[src/rtl/fractal_sync_mp_rx.sv]
// Multi-port fractal-sync receiver: per-port sampling, local/root decode, per-port FIFOs, round-robin output.
// Optional macro FRACTAL_SYNC_MP_RX_OCCUPANCY_EN enables the live per-port occupancy counters.
module fractal_sync_mp_rx #(
  parameter int unsigned N_PORTS    = 4,
  parameter int unsigned AGGR_W     = 4,
  parameter int unsigned ID_W       = 2,
  parameter int unsigned FIFO_DEPTH = 2,
  parameter int unsigned COMB_IN    = 0,
  localparam int unsigned PORT_W    = (N_PORTS > 1) ? $clog2(N_PORTS) : 1,
  localparam int unsigned CNT_W     = $clog2(FIFO_DEPTH + 1)
) (
  input  logic                        clk_i,
  input  logic                        rst_ni,
  input  logic [N_PORTS-1:0]          req_sync_i,
  input  logic [N_PORTS*AGGR_W-1:0]   req_aggr_i,
  input  logic [N_PORTS*ID_W-1:0]     req_id_i,
  output logic [N_PORTS-1:0]          check_propagate_o,
  output logic [N_PORTS-1:0]          local_o,
  output logic [N_PORTS-1:0]          root_o,
  output logic [N_PORTS-1:0]          error_overflow_o,
  input  logic [N_PORTS-1:0]          clear_err_i,
  output logic                        valid_o,
  input  logic                        ready_i,
  output logic [AGGR_W-2:0]           aggr_o,
  output logic [ID_W-1:0]             id_o,
  output logic [PORT_W-1:0]           port_o,
  output logic [N_PORTS*CNT_W-1:0]    occupancy_o
);
  localparam int unsigned PTR_W = (FIFO_DEPTH > 1) ? $clog2(FIFO_DEPTH) : 1;
  localparam int unsigned ENT_W = AGGR_W - 1 + ID_W;

  logic [N_PORTS-1:0]        s_sync;
  logic [N_PORTS*AGGR_W-1:0] s_aggr;
  logic [N_PORTS*ID_W-1:0]   s_id;
  logic [N_PORTS-1:0]        nonempty;
  logic [N_PORTS*ENT_W-1:0]  head_flat;
  logic [PORT_W-1:0]         grant, search, hold_idx_q, rr_ptr;
  logic                      hold_q, xfer;

  generate
    if (COMB_IN != 0) begin : g_comb_in
      assign s_sync = req_sync_i;
      assign s_aggr = req_aggr_i;
      assign s_id   = req_id_i;
    end else begin : g_reg_in
      always_ff @(posedge clk_i or negedge rst_ni) begin
        if (!rst_ni) begin
          s_sync <= '0;
          s_aggr <= '0;
          s_id   <= '0;
        end else begin
          s_sync <= req_sync_i;
          for (int unsigned p = 0; p < N_PORTS; p++) begin
            if (req_sync_i[p]) begin
              s_aggr[p*AGGR_W +: AGGR_W] <= req_aggr_i[p*AGGR_W +: AGGR_W];
              s_id[p*ID_W +: ID_W]       <= req_id_i[p*ID_W +: ID_W];
            end
          end
        end
      end
    end
  endgenerate

  for (genvar p = 0; p < N_PORTS; p++) begin : g_port
    logic [AGGR_W-1:0]     aggr;
    logic [ID_W-1:0]       id;
    logic                  push, pop, full, accept, ovf;
    logic [ENT_W-1:0]      mem [FIFO_DEPTH];
    logic [FIFO_DEPTH-1:0] vld, vld_nxt;
    logic [PTR_W-1:0]      wr_ptr, rd_ptr;

    assign aggr   = s_aggr[p*AGGR_W +: AGGR_W];
    assign id     = s_id[p*ID_W +: ID_W];
    assign check_propagate_o[p] = s_sync[p];
    assign local_o[p]  = s_sync[p] & aggr[0];
    assign root_o[p]   = (aggr == AGGR_W'(1));
    assign push   = s_sync[p] & ~aggr[0];
    assign full   = &vld;
    assign pop    = xfer && (grant == PORT_W'(p));
    // A full FIFO still accepts a push when its head leaves in the same cycle.
    assign accept = push & (~full | pop);
    assign ovf    = push & full & ~pop;
    assign nonempty[p] = |vld;
    assign head_flat[p*ENT_W +: ENT_W] = mem[rd_ptr];

    always_comb begin
      vld_nxt = vld;
      if (pop)    vld_nxt[rd_ptr] = 1'b0;
      if (accept) vld_nxt[wr_ptr] = 1'b1;
    end

    always_ff @(posedge clk_i) begin
      if (accept) mem[wr_ptr] <= {aggr[AGGR_W-1:1], id};
    end

    always_ff @(posedge clk_i or negedge rst_ni) begin
      if (!rst_ni) begin
        vld    <= '0;
        wr_ptr <= '0;
        rd_ptr <= '0;
        error_overflow_o[p] <= 1'b0;
      end else begin
        vld <= vld_nxt;
        if (accept) wr_ptr <= (wr_ptr == PTR_W'(FIFO_DEPTH - 1)) ? '0 : wr_ptr + 1'b1;
        if (pop)    rd_ptr <= (rd_ptr == PTR_W'(FIFO_DEPTH - 1)) ? '0 : rd_ptr + 1'b1;
        if (ovf)                 error_overflow_o[p] <= 1'b1;
        else if (clear_err_i[p]) error_overflow_o[p] <= 1'b0;
      end
    end

`ifdef FRACTAL_SYNC_MP_RX_OCCUPANCY_EN
    logic [CNT_W-1:0] count;
    always_ff @(posedge clk_i or negedge rst_ni) begin
      if (!rst_ni)           count <= '0;
      else if (accept & ~pop) count <= count + 1'b1;
      else if (pop & ~accept) count <= count - 1'b1;
    end
    assign occupancy_o[p*CNT_W +: CNT_W] = count;
`else
    assign occupancy_o[p*CNT_W +: CNT_W] = '0;
`endif
  end

  always_comb begin
    int unsigned idx;
    logic        found;
    idx    = 0;
    found  = 1'b0;
    search = '0;
    for (int unsigned i = 0; i < N_PORTS; i++) begin
      idx = (32'(rr_ptr) + i) % N_PORTS;
      if (!found && nonempty[PORT_W'(idx)]) begin
        found  = 1'b1;
        search = PORT_W'(idx);
      end
    end
  end

  // A stalled grant is latched so later arrivals on other ports cannot steal the output.
  assign grant   = hold_q ? hold_idx_q : search;
  assign valid_o = |nonempty;
  assign xfer    = valid_o & ready_i;

  always_comb begin
    {aggr_o, id_o} = '0;
    port_o         = '0;
    if (valid_o) begin
      {aggr_o, id_o} = head_flat[32'(grant)*ENT_W +: ENT_W];
      port_o         = grant;
    end
  end

  always_ff @(posedge clk_i or negedge rst_ni) begin
    if (!rst_ni) begin
      rr_ptr     <= '0;
      hold_q     <= 1'b0;
      hold_idx_q <= '0;
    end else begin
      if (xfer) rr_ptr <= (grant == PORT_W'(N_PORTS - 1)) ? '0 : grant + 1'b1;
      hold_q     <= valid_o & ~ready_i;
      hold_idx_q <= grant;
    end
  end
endmodule

[config.mk]
export PLATFORM = sky130hd
export DESIGN_NAME = fractal_sync_mp_rx
export DESIGN_NICKNAME = d
export VERILOG_FILES = /design/src/rtl/fractal_sync_mp_rx.sv
export SDC_FILE = /design/constraint.sdc
export NUM_CORES = 1
export LEC_CHECK = 0
export BUFFER_PORTS_ARGS = -buffer_cell sky130_fd_sc_hd__buf_2
export CAP_MARGIN = 25
export CORE_UTILIZATION = 25
export CTS_CLUSTER_SIZE = 12
export DETAILED_ROUTE_END_ITERATION = 12
export GPL_ROUTABILITY_DRIVEN = 0
export PLACE_DENSITY_LB_ADDON = 0.12
export SLEW_MARGIN = 20
export SYNTH_ARGS = -nofsm -noshare
export SYNTH_HDL_FRONTEND = slang
export SYNTH_SLANG_ARGS = --single-unit
[constraint.sdc]
create_clock -name clk_i -period 5.63 [get_ports clk_i]
set_clock_uncertainty 0.05 [all_clocks]
set_input_delay 0 -clock clk_i [delete_from_list [all_inputs] [get_ports clk_i]]
set_output_delay 0 -clock clk_i [all_outputs]
set_load 0.02 [all_outputs]
# == Yosys cells after proc, flatten, opt, wreduce, memory -nomap -nowiden ==
# Memories as Yosys holds them, arrays and structs flattened.
# Index checks and enable logic that the tools add are counted.
# word_totals
ff_bits,53
n_memories,4
elab_cells,224
ramBits,40
# op_classes
addsub,12
reduce_logical,32
eq_ne,7
magnitude_cmp,20
n_mul,1
mux,68
bitwise_logic,51
shifts,1
# memory_table
name,words,width,rd,rd_clocked_by_memory_dff,write_ports,line,rtl
g_port[0].mem,2,5,1,0,1,68,logic [ENT_W-1:0] mem [FIFO_DEPTH];
g_port[1].mem,2,5,1,0,1,68,
g_port[2].mem,2,5,1,0,1,68,
g_port[3].mem,2,5,1,0,1,68,
# ops
op,n
two-way mux 1 bit,39
two-way mux 2 bit,16
AND 1 bit,22
indexed part select 20 x 6 -> 5 bit,1
equality test 4 x 1 -> 1 bit (second input constant),4
< comparator 1 x 2 -> 1 bit (second input constant),8
logical AND 1 bit,15
inverter 1 bit,13
< comparator 2 x 3 -> 1 bit (second input constant),4
adder 1 bit (second input constant),8
AND 2 bit,4
binary-select mux 1 bit (select 2 bit),4
demux 1 bit (select 1 bit),8
greater-or-equal comparator 1 bit (second input constant),8
inverter 2 bit,4
bitwise OR 2 bit,4
AND reduction 2 bit,4
nonzero test 2 bit,4
OR reduction 2 bit,4
OR reduction 8 bit,1
multiplier 2 x 3 -> 5 bit (second input constant),1
adder 2 x 1 -> 2 bit (second input constant),2
adder 2 bit (second input constant),2
equality test 2 bit (second input constant),2
other kinds (5),10

# == Longest topological paths before layout ==
# Gate-level depths: netlist of the first run.
# logic_depth
word_depth,20
depth_mapped,8
mapped_depth_nobuf,7

# == Worst setup path before layout of the first run ==
# Ideal clock, no wire load.
# synth_timing
path_type,register -> register
startpoint,register g_port[0].vld[1]
endpoint,"memory g_port[3].mem[0][0] in the netlist's numbering, enable pin"
setup_time_ps,340
period_less_slack_ps,2554
path_stages_with_launch,8
path_slack_ps,3076
arrival_time_ps,2165
path_cell_list,dfrtp_1 > or2_2 > clkbuf_1 > a21o_1 > a311oi_2 > nand4_2 > a31o_2 > nor2_1
# synth_between
elab_chain_cells,20
word_cells_on_any_way,31
# synth_rtl
item,line,rtl
"start, declared",69,"logic [FIFO_DEPTH-1:0] vld, vld_nxt;"
"start signal, assigned",103,vld <= vld_nxt;
OR reduction 2 bit,83,assign nonempty[p] = |vld;
binary-select mux 1 bit (select 2 bit),132,if (!found && nonempty[PORT_W'(idx)]) begin
two-way mux 1 bit (not written as such),132,
two-way mux 1 bit,132,
logical NOT 1 bit,132,
logical AND 1 bit,132,
two-way mux 1 bit,132,
logical NOT 1 bit,132,
(+4 left out),-,
two-way mux 2 bit,132,
two-way mux 2 bit,140,assign grant = hold_q ? hold_idx_q : search;
equality test 2 bit,79,assign pop = xfer && (grant == PORT_W'(p));
logical AND 1 bit *,79,
bitwise OR 1 bit *,81,assign accept = push & (~full | pop);
AND 1 bit *,81,
two-way mux 1 bit *,93,"if (accept) mem[wr_ptr] <= {aggr[AGGR_W-1:1], id};"
two-way mux 1 bit (not written as such) *,93,
"end, declared",68,
# Every way passes the cells marked *; elsewhere a longest branch is shown, timed or not. The select of a mux whose other input is x is not followed.

# == Worst setup path in the final report of the first run ==
# layout_timing
startpoint,register g_port[0].vld[1]
endpoint,"memory g_port[2].mem[1][4] in the netlist's numbering, enable pin"
# layout_between
elab_chain_cells,20
word_cells_on_any_way,31
# layout_rtl
item,line,rtl
OR reduction 2 bit *,83,
binary-select mux 1 bit (select 2 bit),132,
two-way mux 1 bit (not written as such),132,
two-way mux 1 bit,132,
logical NOT 1 bit,132,
logical AND 1 bit,132,
two-way mux 1 bit,132,
logical NOT 1 bit,132,
(+5 left out),-,
two-way mux 2 bit *,140,
via grant[1],37,"logic [PORT_W-1:0] grant, search, hold_idx_q, rr_ptr;"
equality test 2 bit *,79,
logical AND 1 bit *,79,
bitwise OR 1 bit *,81,
AND 1 bit *,81,
two-way mux 1 bit *,93,
two-way mux 1 bit (not written as such) *,93,
"end, declared",68,
# Mark *: on every way through the listed nets, which the timed path passes. The rest lies on a longest branch. The select of a mux whose other input is x is not followed.

==> summary.md, run 1 <==
| Metric | Value |
|---|---|
| Max_slew headroom | `0.4754` |
| Clock tree buffer depth | `2` |
| CTS clk-pin slew, worst paths | `roughly 0.06 ns` |
| Nets | `428` |
| Leak pwr | `2.076 nW` |
| Power per Cell Area | `~440 nW/um^2` |
| Maximum vdd ir drop | `165.9 uV` |
| Seq pwr share | `0.451` |
| Final hold vios | `0` |
| GRT met3 Usage | `0.02271` |
| Slowest stage delay, CP | `0.54 ns` |
| Worst EP required | `5.56 ns` |
| CTS root buf | `clkbuf_16` |
| CTS Sinks | `93` |
| Die X | `129.4 um` |
| # fillers | `around 1600` |
| Post-Synthesis Cells | `between 300 and 400` |
| F_max | `351.4 MHz` |
| Pin count of the biggest net entering global routing | `54` |
| Post-synth EDFFs | `40` |
| Synth unique cells | `53` |
| Final setup fails | `0` |
| Mapped cell area | `4060 um^2` |
| Full die area | `about 17000 um^2` |
| CP Cell Sequence | `or2_2, o21ai_0, a221o_1, nand3_1, inv_2, nand2_1, a31oi_1` |
| CP max-delay cell | `a31oi_1` |
| Ys async rst share | `0.5699` |
| Share of layout cells above drive strength 1 | `0.3015` |
| Core box area | `approximately 16000 um^2` |
| Switch share | `0.3410` |
| Met1 usage | `0.1534` |
| I/O pin count | `between 60 and 70` |
| Number of global-route vias before repair | `about 2600` |
| CP Capture Type | `flop` |
| Max-Cap Viols | `0` |
| TritonCTS clock tree | `done` |
| Area of the multi-input gates | `approximately 1400 um^2` |
| Final Critical Period | `about 2.8 ns` |
| Switch Pwr | `0.7727 mW` |
| GR peak layer | `met2` |
| Worst slew pin tran | `~0.78 ns` |
| PortBufs | `between 50 and 60` |
| Via Count | `between 2000 and 3000` |
| DR WL/cell | `~14 um` |
| Sequential share of the synthesized area | `0.6225` |
| Reg area | `between 2000 and 3000 um^2` |
| Cts repair resizes | `0` |
| Comb pwr share | `0.284` |
| Die H | `129.4 um` |
| H-Tree Depth | `3` |
| Grt total ovfl | `0` |
| Post-route ant nets | `0` |
| HP Class | `input pin to asynchronous set/reset pin` |
| CP top delay family | `compound AO/OA/AOI/OAI gates` |
| First-pass GRT wire length | `14.01 mm` |
| Initial antenna violation count | `0` |
| Syn. warnings | `0` |
| Commonest non-fill, non-tap cells in the layout | `buf_2, dfrtp_1, edfxtp_1, mux2_2, dlygate4sd3_1` |
| CP Max Fanout | `6` |
| Setup TNS | `0 ns` |
| Worst Setup SP | `g_port[0].vld[1]` |
| Slew Limit Fails | `0` |
| Synthesis-to-finish area growth | `27.33%` |
| Initial drt markers | `47` |
| Worst-Skew Late Latency | `approximately 0.34 ns` |
| Seq cells post-synth | `93` |
| Leading cell type in the layout, fill and taps excluded | `buf_2` |
| Average size of a mapped cell | `13.31 um^2` |
| R2r startpoint | `g_port[0].vld[1]` |
| RSZ-0062 raised after global routing | `no` |
| Number of vias per cell | `4.256` |
| Num rows | `46` |
| TritonCTS Buffers | `9` |
| Internal power | `around 1.5 mW` |
| Synth area leaders | `dfrtp_1, edfxtp_1, mux2_2, mux2i_1, o21ai_0` |
| Buf/Inv on CP | `1` |
| Drt pass-1 iters | `4` |
| Status | `completed` |
| Power share of the clock group | `0.265` |
| Post-layout util | `0.3255` |
| Initial core utilization | `0.2556` |
| CP Class | `flop to flop` |
| Main synth FF type | `dfrtp_1` |
| Hpwl dp | `~6.1 mm` |
| Yosys top cell area share | `0.3267` |
| DRC viols | `0` |
| Fin crit share | `0.5055` |
| Drt total wl | `8.558 mm` |
| Antenna cells | `0` |
| Critical path arrival | `roughly 2.8 ns` |
| Tot GR Track Use | `0.1142` |
| Critical Path Start Type | `flop` |
| Global routing usage on met2 | `0.1698` |
| Cell taking the most area after synthesis | `dfrtp_1` |
==> synthesized netlist by cell type (all sizes together), types with 6 or more instances <==
cell,n
inv,9
xnor2,6
edfxtp,40
clkbuf,11
o21ai,17
mux2,34
nor2,15
o22ai,7
nand2,18
buf,13
mux2i,11
dfrtp,53
nand2b,6
==> repair_timing <==
action,CTS,global route
endpoints found under the hold margin,87,0
hold buffers,34,0
setup buffers,0,0
==> path summary, 6_finish.rpt <==
kind | to | slack (ns) | cells past startpoint
min in group clk_i | error_overflow_o[0] | 0.33 | 3
worst min-delay path | error_overflow_o[3] | 0.29 | 3
worst min register to register | g_port[3].mem[0][0] | 0.42 | 0
worst max-delay path | g_port[2].mem[1][4] | 2.78 | 7
worst max register to register | g_port[2].mem[1][4] | 2.78 | 7
max in group asynchronous | s_id[2] | 4.76 | 3
==> state kept, by name (all words and copies together) (netlist names) <==
signal	count
g_port.vld	8
g_port.rd_ptr	4
rr_ptr	2
s_id	8
s_aggr	16
check_propagate_o	4
hold_idx_q	2
hold_q	1
error_overflow_o	4
g_port.mem	40
g_port.wr_ptr	4
==> cell type report <==
type                    count  share of cell area
flip-flops and latches     93              0.4889
multi-input cells         186              0.2694
repair buffers             94              0.1263
well taps                 216             0.05227
clock buffers              11             0.04695
clock inverters             5            0.009681
inverters                   9            0.006534
==> per-stage QoR <==
step                      power (mW)  cell area, um^2  worst slack, ns  std cells  hold WS [ns]
final                          2.266             5170            2.784        614        0.2852
after floorplan                1.475             4086            3.076        312       -0.3456
after CTS                      2.311             5170            2.740        614        0.3113
after detailed placement       1.676             4537            2.746        564        0.1456
after global routing           2.416             5170            2.491        614        0.3456
after global placement         1.665             4522            2.707        563        0.1482
==> worst register-to-register path: cells and delay by family, from the launching register on <==
family,cells,cell delay [ns]
compound gates,3,1.06
flops,1,0.43
simple gates,3,0.74
buf+inv,1,0.19
==> logic make-up (layout without fill, tap and decap cells) <==
logic type | after synthesis | after routing | share of synthesized area
flops | 93 | 93 | 0.6225
xor+xnor | 7 | 7 | 0.01510
compound gates | 56 | 56 | 0.1054
other cells | 1 | 8 | 0.0009236
buf+inv | 33 | 119 | 0.04099
mux | 45 | 45 | 0.1214
simple gates | 70 | 70 | 0.09368
==> power by group through the flow <==
stage	Sequential [mW]	Clock [mW]	Combinational (mW)
2_1_floorplan	0.945	0	0.530
3_3_place_gp	1.04	0	0.629
3_5_place_dp	1.04	0	0.638
4_1_cts	1.02	0.627	0.660
5_1_grt	1.05	0.652	0.713
6_report	1.02	0.601	0.644
==> layer usage <==
| layer | part of all wire | wire length, um |
|---|---|---|
| met5 | 0 | 0 |
| met2 | 0.45 | 3843 |
| met1 | 0.49 | 4152 |
| met3 | 0.038 | 325 |
| met4 | 0.028 | 236 |
Power figures use the tool's default switching activity.
==> run 2: changes to the inputs <==
==> constraint.sdc (replaced) <==
create_clock -name clk_i -period 2.5 [get_ports clk_i]
set_clock_uncertainty 0.05 [all_clocks]
set_input_delay 0 -clock clk_i [delete_from_list [all_inputs] [get_ports clk_i]]
set_output_delay 0 -clock clk_i [all_outputs]
set_load 0.02 [all_outputs]
==> run 2 against run 1 <==
First-iteration DRC count grew 100%. Design area grew 9.6%. Sequential share of layout area shrank 4.3 points. Critical path type unchanged. Routed wire length grew 5.7%. Combinational power grew to 3.3 times the previous value. Count of clock-buffer cells in the layout shrank 1. Core utilization grew 3.1 points. Largest power group unchanged. Highest routed layer unchanged.
==> summary.md, run 2 (synthesis gave the netlist of run 1 again) <==
| Metric | Value |
|---|---|
| Tot GR Track Use | `0.1165 (+0.002369)` |
| Pin count of the biggest net entering global routing | `28 (-48%)` |
| Final Power | `5.701 mW (+150%)` |
| Commonest non-fill, non-tap cells in the layout | `buf_2, dfrtp_1, buf_4, edfxtp_1` |
| Critical Path Start Type | `flop` |
| Area of the multi-input gates | `1553 um^2 (+12%)` |
| Met1 usage | `0.1630 (+0.009602)` |
| Worst-Skew Late Latency | `0.35 ns (about the same)` |
| H-Tree Depth | `3 (unchanged)` |
| Nets | `469 (+9.6%)` |
| Critical path arrival | `2.49 ns (-0.29 ns)` |
| HP Class | `input pin to asynchronous set/reset pin` |
| Share of layout cells above drive strength 1 | `0.4169 (+0.1153)` |
| Drt total wl | `9.044 mm (+5.7%)` |
| First-pass GRT wire length | `14.41 mm (+2.8%)` |
| Number of global-route vias before repair | `2626 (+1.8%)` |
| Slew Limit Fails | `0 (unchanged)` |
| Drt pass-1 iters | `4 (unchanged)` |
| Post-route ant nets | `0 (unchanged)` |
| Clock tree buffer depth | `2 (unchanged)` |
| Final hold vios | `0 (unchanged)` |
| Power per Cell Area | `1006 nW/um^2 (+130%)` |
| DRC viols | `0 (unchanged)` |
| Worst EP required | `2.51 ns (-3.05 ns)` |
| Core box area | `15890 um^2 (unchanged)` |
| # fillers | `1598 (-2.9%)` |
| Die H | `129.4 um (unchanged)` |
| Status | `completed` |
| GRT met3 Usage | `0.02188 (-0.0008258)` |
| Cells after DPL | `596 (+5.7%)` |
| Synthesis-to-finish area growth | `39.60%` |
| CP Max Fanout | `5 (-1)` |
| CTS root buf | `clkbuf_16` |
| Die X | `129.4 um (unchanged)` |
| Grt total ovfl | `0 (unchanged)` |
| Antenna cells | `0 (unchanged)` |
| Number of vias per cell | `4.177 (-1.8%)` |
| CP Capture Type | `flop` |
| Fin crit share | `0.9941 (+0.4886)` |
| CP Class | `flop to flop` |
| Max reg flops | `40 (unchanged)` |
| Global routing usage on met2 | `0.1717 (+0.001898)` |
| Initial core utilization | `0.2556 (unchanged)` |
| RSZ-0062 raised after global routing | `yes` |
| Final setup fails | `0 (unchanged)` |
| TritonCTS clock tree | `done` |
| Final WS setup | `0.01468 ns (-2.769 ns)` |
| DR WL/cell | `13.81 um (-0.94%)` |
| I/O pin count | `67 (unchanged)` |
| CTS Sinks | `93 (unchanged)` |
| Num rows | `46 (unchanged)` |
| Worst slew pin tran | `0.6779 ns (-0.1008 ns)` |
| Reg area | `2529 um^2 (about the same)` |
| Largest reg by FF count | `g_port.mem` |
| Maximum vdd ir drop | `401.1 uV (+140%)` |
| Largest registers | `g_port.mem (40), s_aggr (16)` |
| TritonCTS Buffers | `9 (unchanged)` |
| CTS clk-pin slew, worst paths | `0.07 ns (about the same)` |
| Via Count | `2736 (+4.7%)` |
| Final cell count without fillers | `655 (+6.7%)` |
| Hpwl dp | `6.461 mm (+5.2%)` |
| Leading cell type in the layout, fill and taps excluded | `buf_2` |
| Pre-CTS setup slack | `-0.01213 ns (-2.758 ns)` |
| R2R setup slack | `0.01 ns (-2.77 ns)` |
| GR peak layer | `met2` |
| PortBufs | `58 (unchanged)` |
| Max_slew headroom | `0.5481 (+0.07269)` |
| Initial drt markers | `94 (+100%)` |
| Max-Cap Viols | `0 (unchanged)` |
| Full die area | `16750 um^2 (unchanged)` |
| F_max | `402.4 MHz (+15%)` |
| Final Critical Period | `2.485 ns (-0.3608 ns)` |
| Leak pwr | `2.306 nW (+11%)` |
| Initial antenna violation count | `0 (unchanged)` |
run 2: cell count changes in the layout (fill, tap and decap cells not counted), sizes merged:
cell | previous run | this run
clkbuf | 11 | 10
buf | 60 | 101
clkinv | 3 | 1
clkinvlp | 1 | 4
run 2: power breakdown:
group	switching (mW)	leakage [nW]	internal (mW)
clock	0.583	0.131	0.773
sequential	0.317	0.982	1.93
combinational	1.08	1.19	1.02
run 2: area by class of cell:
class	count	share of cell area
well taps	216	0.04768
clock inverters	6	0.01148
flip-flops and latches	93	0.4461
inverters	9	0.005960
repair buffers	135	0.1744
multi-input cells	186	0.2740
clock buffers	10	0.04040
run 2: through the flow:
| stage | util | setup TNS [ns] | area (um^2) | hold WS (ns) |
|---|---|---|---|---|
| 6_report | 0.3568 | 0 | 5668 | 0.1665 |
| 5_1_grt | 0.3568 | -1.068 | 5668 | 0.2564 |
| 4_1_cts | 0.3467 | -0.3885 | 5508 | 0.1959 |
| 3_5_place_dp | 0.3012 | -0.05984 | 4785 | 0.03762 |
| 3_3_place_gp | 0.3012 | 0 | 4785 | 0.02901 |
| 2_1_floorplan | - | -0.2864 | 4089 | -0.3456 |
run 2: path summary, 6_finish.rpt:
kind / from / to / cells past startpoint
worst min register to register: s_id[3] / g_port[1].mem[1][1] / 0
min in group clk_i: clear_err_i[0] / error_overflow_o[0] / 3
worst max-delay path: g_port[3].vld[1] / g_port[0].mem[0][3] / 8
worst max register to register: g_port[3].vld[1] / g_port[0].mem[0][3] / 8
max in group asynchronous: rst_ni / s_aggr[11] / 3
worst min-delay path: rst_ni / s_aggr[14] / 2
run 2: metal layers:
layer,up-vias,share of wire
li1,1361,-
met1,1309,0.50
met2,55,0.45
met3,11,0.031
met4,0,0.021
met5,-,0
run 2: repair_timing:
| action | in CTS | in global routing |
|---|---|---|
| hold endpoints to repair | 59 | 0 |
| resized for setup | 21 | 21 |
| pin swaps | 2 | 7 |
| endpoints found under the setup margin | 10 | 37 |
| hold buffers | 34 | 0 |
| buffers inserted | 2 | 8 |
run 2: worst max-delay path: stages, from the launching register on:
cell and delay (ns):
dfrtp_1 0.43, nor4_4 0.34, o21ai_1 0.14, a221o_1 0.43, buf_6 0.14, a311oi_4 0.28, o21ai_2 0.13, nor2_1 0.10
buf_4 0.15
==> run 3: changes to the inputs <==
--- a/config.mk
+++ b/config.mk
@@ -7,7 +7,7 @@
 export LEC_CHECK = 0
 export BUFFER_PORTS_ARGS = -buffer_cell sky130_fd_sc_hd__buf_2
 export CAP_MARGIN = 25
-export CORE_UTILIZATION = 25
+export CORE_UTILIZATION = 30
 export CTS_CLUSTER_SIZE = 12
 export DETAILED_ROUTE_END_ITERATION = 12
 export GPL_ROUTABILITY_DRIVEN = 0
==> constraint.sdc (replaced) <==
create_clock -name clk_i -period 3.1 [get_ports clk_i]
set_clock_uncertainty 0.05 [all_clocks]
set_input_delay 0 -clock clk_i [delete_from_list [all_inputs] [get_ports clk_i]]
set_output_delay 0 -clock clk_i [all_outputs]
set_load 0.02 [all_outputs]
==> run 3 against run 2 <==
First-iteration DRC count up 20%. Design area down 9.8%. Core utilization up 2.9 points. Via count down 4.8%. Die area down 16%. Combinational power down 43%. Fmax down 13%. Register-to-register slack better by 0.22 ns. Flip-flop and latch count unchanged. Routed wire length down 7.2%. Critical path depth down 2. Total power down 30%.
==> summary.md, run 3 (synthesis gave the netlist of run 1 again) <==
| Metric | Value |
|---|---|
| Status | `completed` |
| CP Class | `flop to flop` |
| Clock tree buffer depth | `2 (unchanged)` |
| Pin count of the biggest net entering global routing | `34 (+21%)` |
| Share of layout cells above drive strength 1 | `0.3085 (-0.1084)` |
| Switch share | `0.3498 (+0.002275)` |
| GR peak layer | `met2` |
| Grt total ovfl | `0 (unchanged)` |
| CP max-delay cell | `a311oi_2` |
| Full die area | `14000 um^2 (-16%)` |
| Worst slew pin tran | `0.8513 ns (+0.1734 ns)` |
| Drt pass-1 iters | `4 (unchanged)` |
| Initial core utilization | `0.3066 (+0.05100)` |
| Synthesis-to-finish area growth | `25.86%` |
| Setup TNS | `0 ns (unchanged)` |
| Seq pwr share | `0.462 (+0.068)` |
| RSZ-0062 raised after global routing | `no` |
| Reg2reg end | `g_port[0].mem[1][2]` |
| First-pass GRT wire length | `13.98 mm (-3.0%)` |
| Commonest non-fill, non-tap cells in the layout | `buf_2, dfrtp_1, edfxtp_1, mux2_2, dlygate4sd3_1` |
| Fin crit share | `0.9228 (-0.07137)` |
| CTS clk-pin slew, worst paths | `0.06 ns (about the same)` |
| Worst-Skew Late Latency | `0.34 ns (about the same)` |
| GRT met3 Usage | `0.02654 (+0.004662)` |
| Critical Path Start Type | `flop` |
| CTS Sinks | `93 (unchanged)` |
| R2R setup slack | `0.24 ns (+0.22 ns)` |
| Num rows | `42 (-8.7%)` |
| Number of global-route vias before repair | `2654 (+1.1%)` |
| TritonCTS clock tree | `done` |
| Final hold vios | `0 (unchanged)` |
| Max reg flops | `40 (unchanged)` |
| Final Critical Period | `2.861 ns (+0.3752 ns)` |
| Die X | `118.3 um (-8.6%)` |
| Power share of the clock group | `0.241 (+0.003)` |
| Worst EP required | `3.04 ns (+0.53 ns)` |
| CP Cell Sequence | `nor4_2, o21ai_0, a221o_1, a311oi_2, o21ai_2, nor2_1` |
| Maximum vdd ir drop | `280.7 uV (-30%)` |
| Initial antenna violation count | `0 (unchanged)` |
| Via Count | `2606 (-4.8%)` |
| CTS root buf | `clkbuf_16` |
| DRC viols | `0 (unchanged)` |
| # fillers | `1308 (-18%)` |
| Power per Cell Area | `784.4 nW/um^2 (-22%)` |
| CP Capture Type | `flop` |
| Post-layout util | `0.3859 (+0.02906)` |
| Final setup fails | `0 (unchanged)` |
| Area of the multi-input gates | `1395 um^2 (-10%)` |
| Met1 usage | `0.1829 (+0.01993)` |
| R2r startpoint | `g_port[3].vld[1]` |
| Largest registers | `g_port.mem (40), s_aggr (16)` |
| Worst r2r path cells | `6 (-2)` |
| H-Tree Depth | `3 (unchanged)` |
| Leading cell type in the layout, fill and taps excluded | `buf_2` |
| Hpwl dp | `6.040 mm (-6.5%)` |
| DR WL/cell | `14.52 um (+5.2%)` |
| Post-route ant nets | `0 (unchanged)` |
| Largest reg by FF count | `g_port.mem` |
| PortBufs | `58 (unchanged)` |
| F_max | `349.6 MHz (-13%)` |
| Internal power | `2.606 mW (-30%)` |
| Leak pwr | `2.078 nW (-9.9%)` |
| Slowest stage delay, CP | `0.47 ns (+0.04 ns)` |
| Drt total wl | `8.395 mm (-7.2%)` |
| HP Class | `input pin to asynchronous set/reset pin` |
| Nets | `432 (-7.9%)` |
| Die H | `118.3 um (-8.6%)` |
| Critical path arrival | `2.80 ns (+0.31 ns)` |
| Max_slew headroom | `0.4265 (-0.1216)` |
| CP Max Fanout | `8 (+3)` |
| TritonCTS Buffers | `9 (unchanged)` |
| Tot GR Track Use | `0.1319 (+0.01540)` |
| Initial drt markers | `113 (+20%)` |
| Core box area | `13240 um^2 (-17%)` |
| Number of vias per cell | `4.509 (+7.9%)` |
| Antenna cells | `0 (unchanged)` |
| Slew Limit Fails | `0 (unchanged)` |
| Comb pwr share | `0.297 (-0.071)` |
| Global routing usage on met2 | `0.1938 (+0.02202)` |
| Post-CTS Setup Inserts | `0 (-2)` |
| Max-Cap Viols | `0 (unchanged)` |
| Reg area | `2527 um^2 (about the same)` |
| I/O pin count | `67 (unchanged)` |
| Switch Pwr | `1.402 mW (-29%)` |
==> run 3: changes by cell type in the layout (fill, tap and decap cells not counted), sizes merged <==
cell      change
buf          -37
bufinv        -1
clkbuf        -1
clkinv        +5
clkinvlp      -3
==> run 3: cell type report <==
class,instances,area share
clock inverter,7,0.006366
sequential,93,0.4946
inverter,9,0.006611
clock buffer,9,0.04407
timing repair buffer,98,0.1322
multi-input combinational,186,0.2730
tap,176,0.04309
==> run 3: critical path, delay by kind of cell, from the launching register on <==
family	cells	cell delay [ns]
DFF	1	0.45
AOI/OAI and AO/OA	4	1.24
and+or+nand+nor	2	0.78
==> run 3: repair_timing <==
item | in CTS | in global routing
setup endpoints to repair | 0 | 5
resized for setup | 0 | 1
hold buffers | 34 | 0
hold endpoints to repair | 65 | 0
==> run 3: worst max-delay path by stage <==
stage | startpoint | cells past startpoint | endpoint | slack, ns
after CTS | g_port[3].vld[1] | 6 | g_port[0].mem[0][1] | 0.25
after detailed placement | g_port[3].vld[1] | 6 | g_port[0].mem[0][1] | 0.26
after floorplan | g_port[0].vld[1] | 7 | g_port[3].mem[0][0] | 0.55
after global placement | g_port[3].vld[1] | 6 | g_port[0].mem[1][1] | 0.33
after global routing | g_port[3].vld[1] | 6 | g_port[0].mem[1][2] | 0.03
final | g_port[3].vld[1] | 6 | g_port[0].mem[1][2] | 0.24
==> run 3: layer usage <==
| metal | vias to the layer above | part of all wire |
|---|---|---|
| li1 | 1284 | - |
| met1 | 1249 | 0.50 |
| met2 | 62 | 0.44 |
| met3 | 11 | 0.036 |
| met4 | 0 | 0.022 |
| met5 | - | 0 |
==> run 3: metrics by stage <==
stage | hold slack, ns | setup slack [ns] | cell area, um^2 | std cells | total power [mW]
4_1_cts | 0.2638 | 0.2525 | 5107 | 578 | 4.068
6_report | 0.2340 | 0.2395 | 5110 | 578 | 4.008
3_3_place_gp | 0.09286 | 0.3286 | 4509 | 528 | 3.032
3_5_place_dp | 0.09161 | 0.2621 | 4509 | 528 | 3.049
2_1_floorplan | -0.3456 | 0.5456 | 4086 | 312 | 2.679
5_1_grt | 0.3155 | 0.03201 | 5110 | 578 | 4.266
==> run 3: power groups by stage <==
stage                     Combinational [mW]  Clock [mW]  Sequential, mW
after floorplan                        0.962           0            1.72
after global placement                  1.16           0            1.87
after detailed placement                1.17           0            1.88
after CTS                               1.21        1.00            1.86
after global routing                    1.31        1.05            1.91
final                                   1.19       0.965            1.85
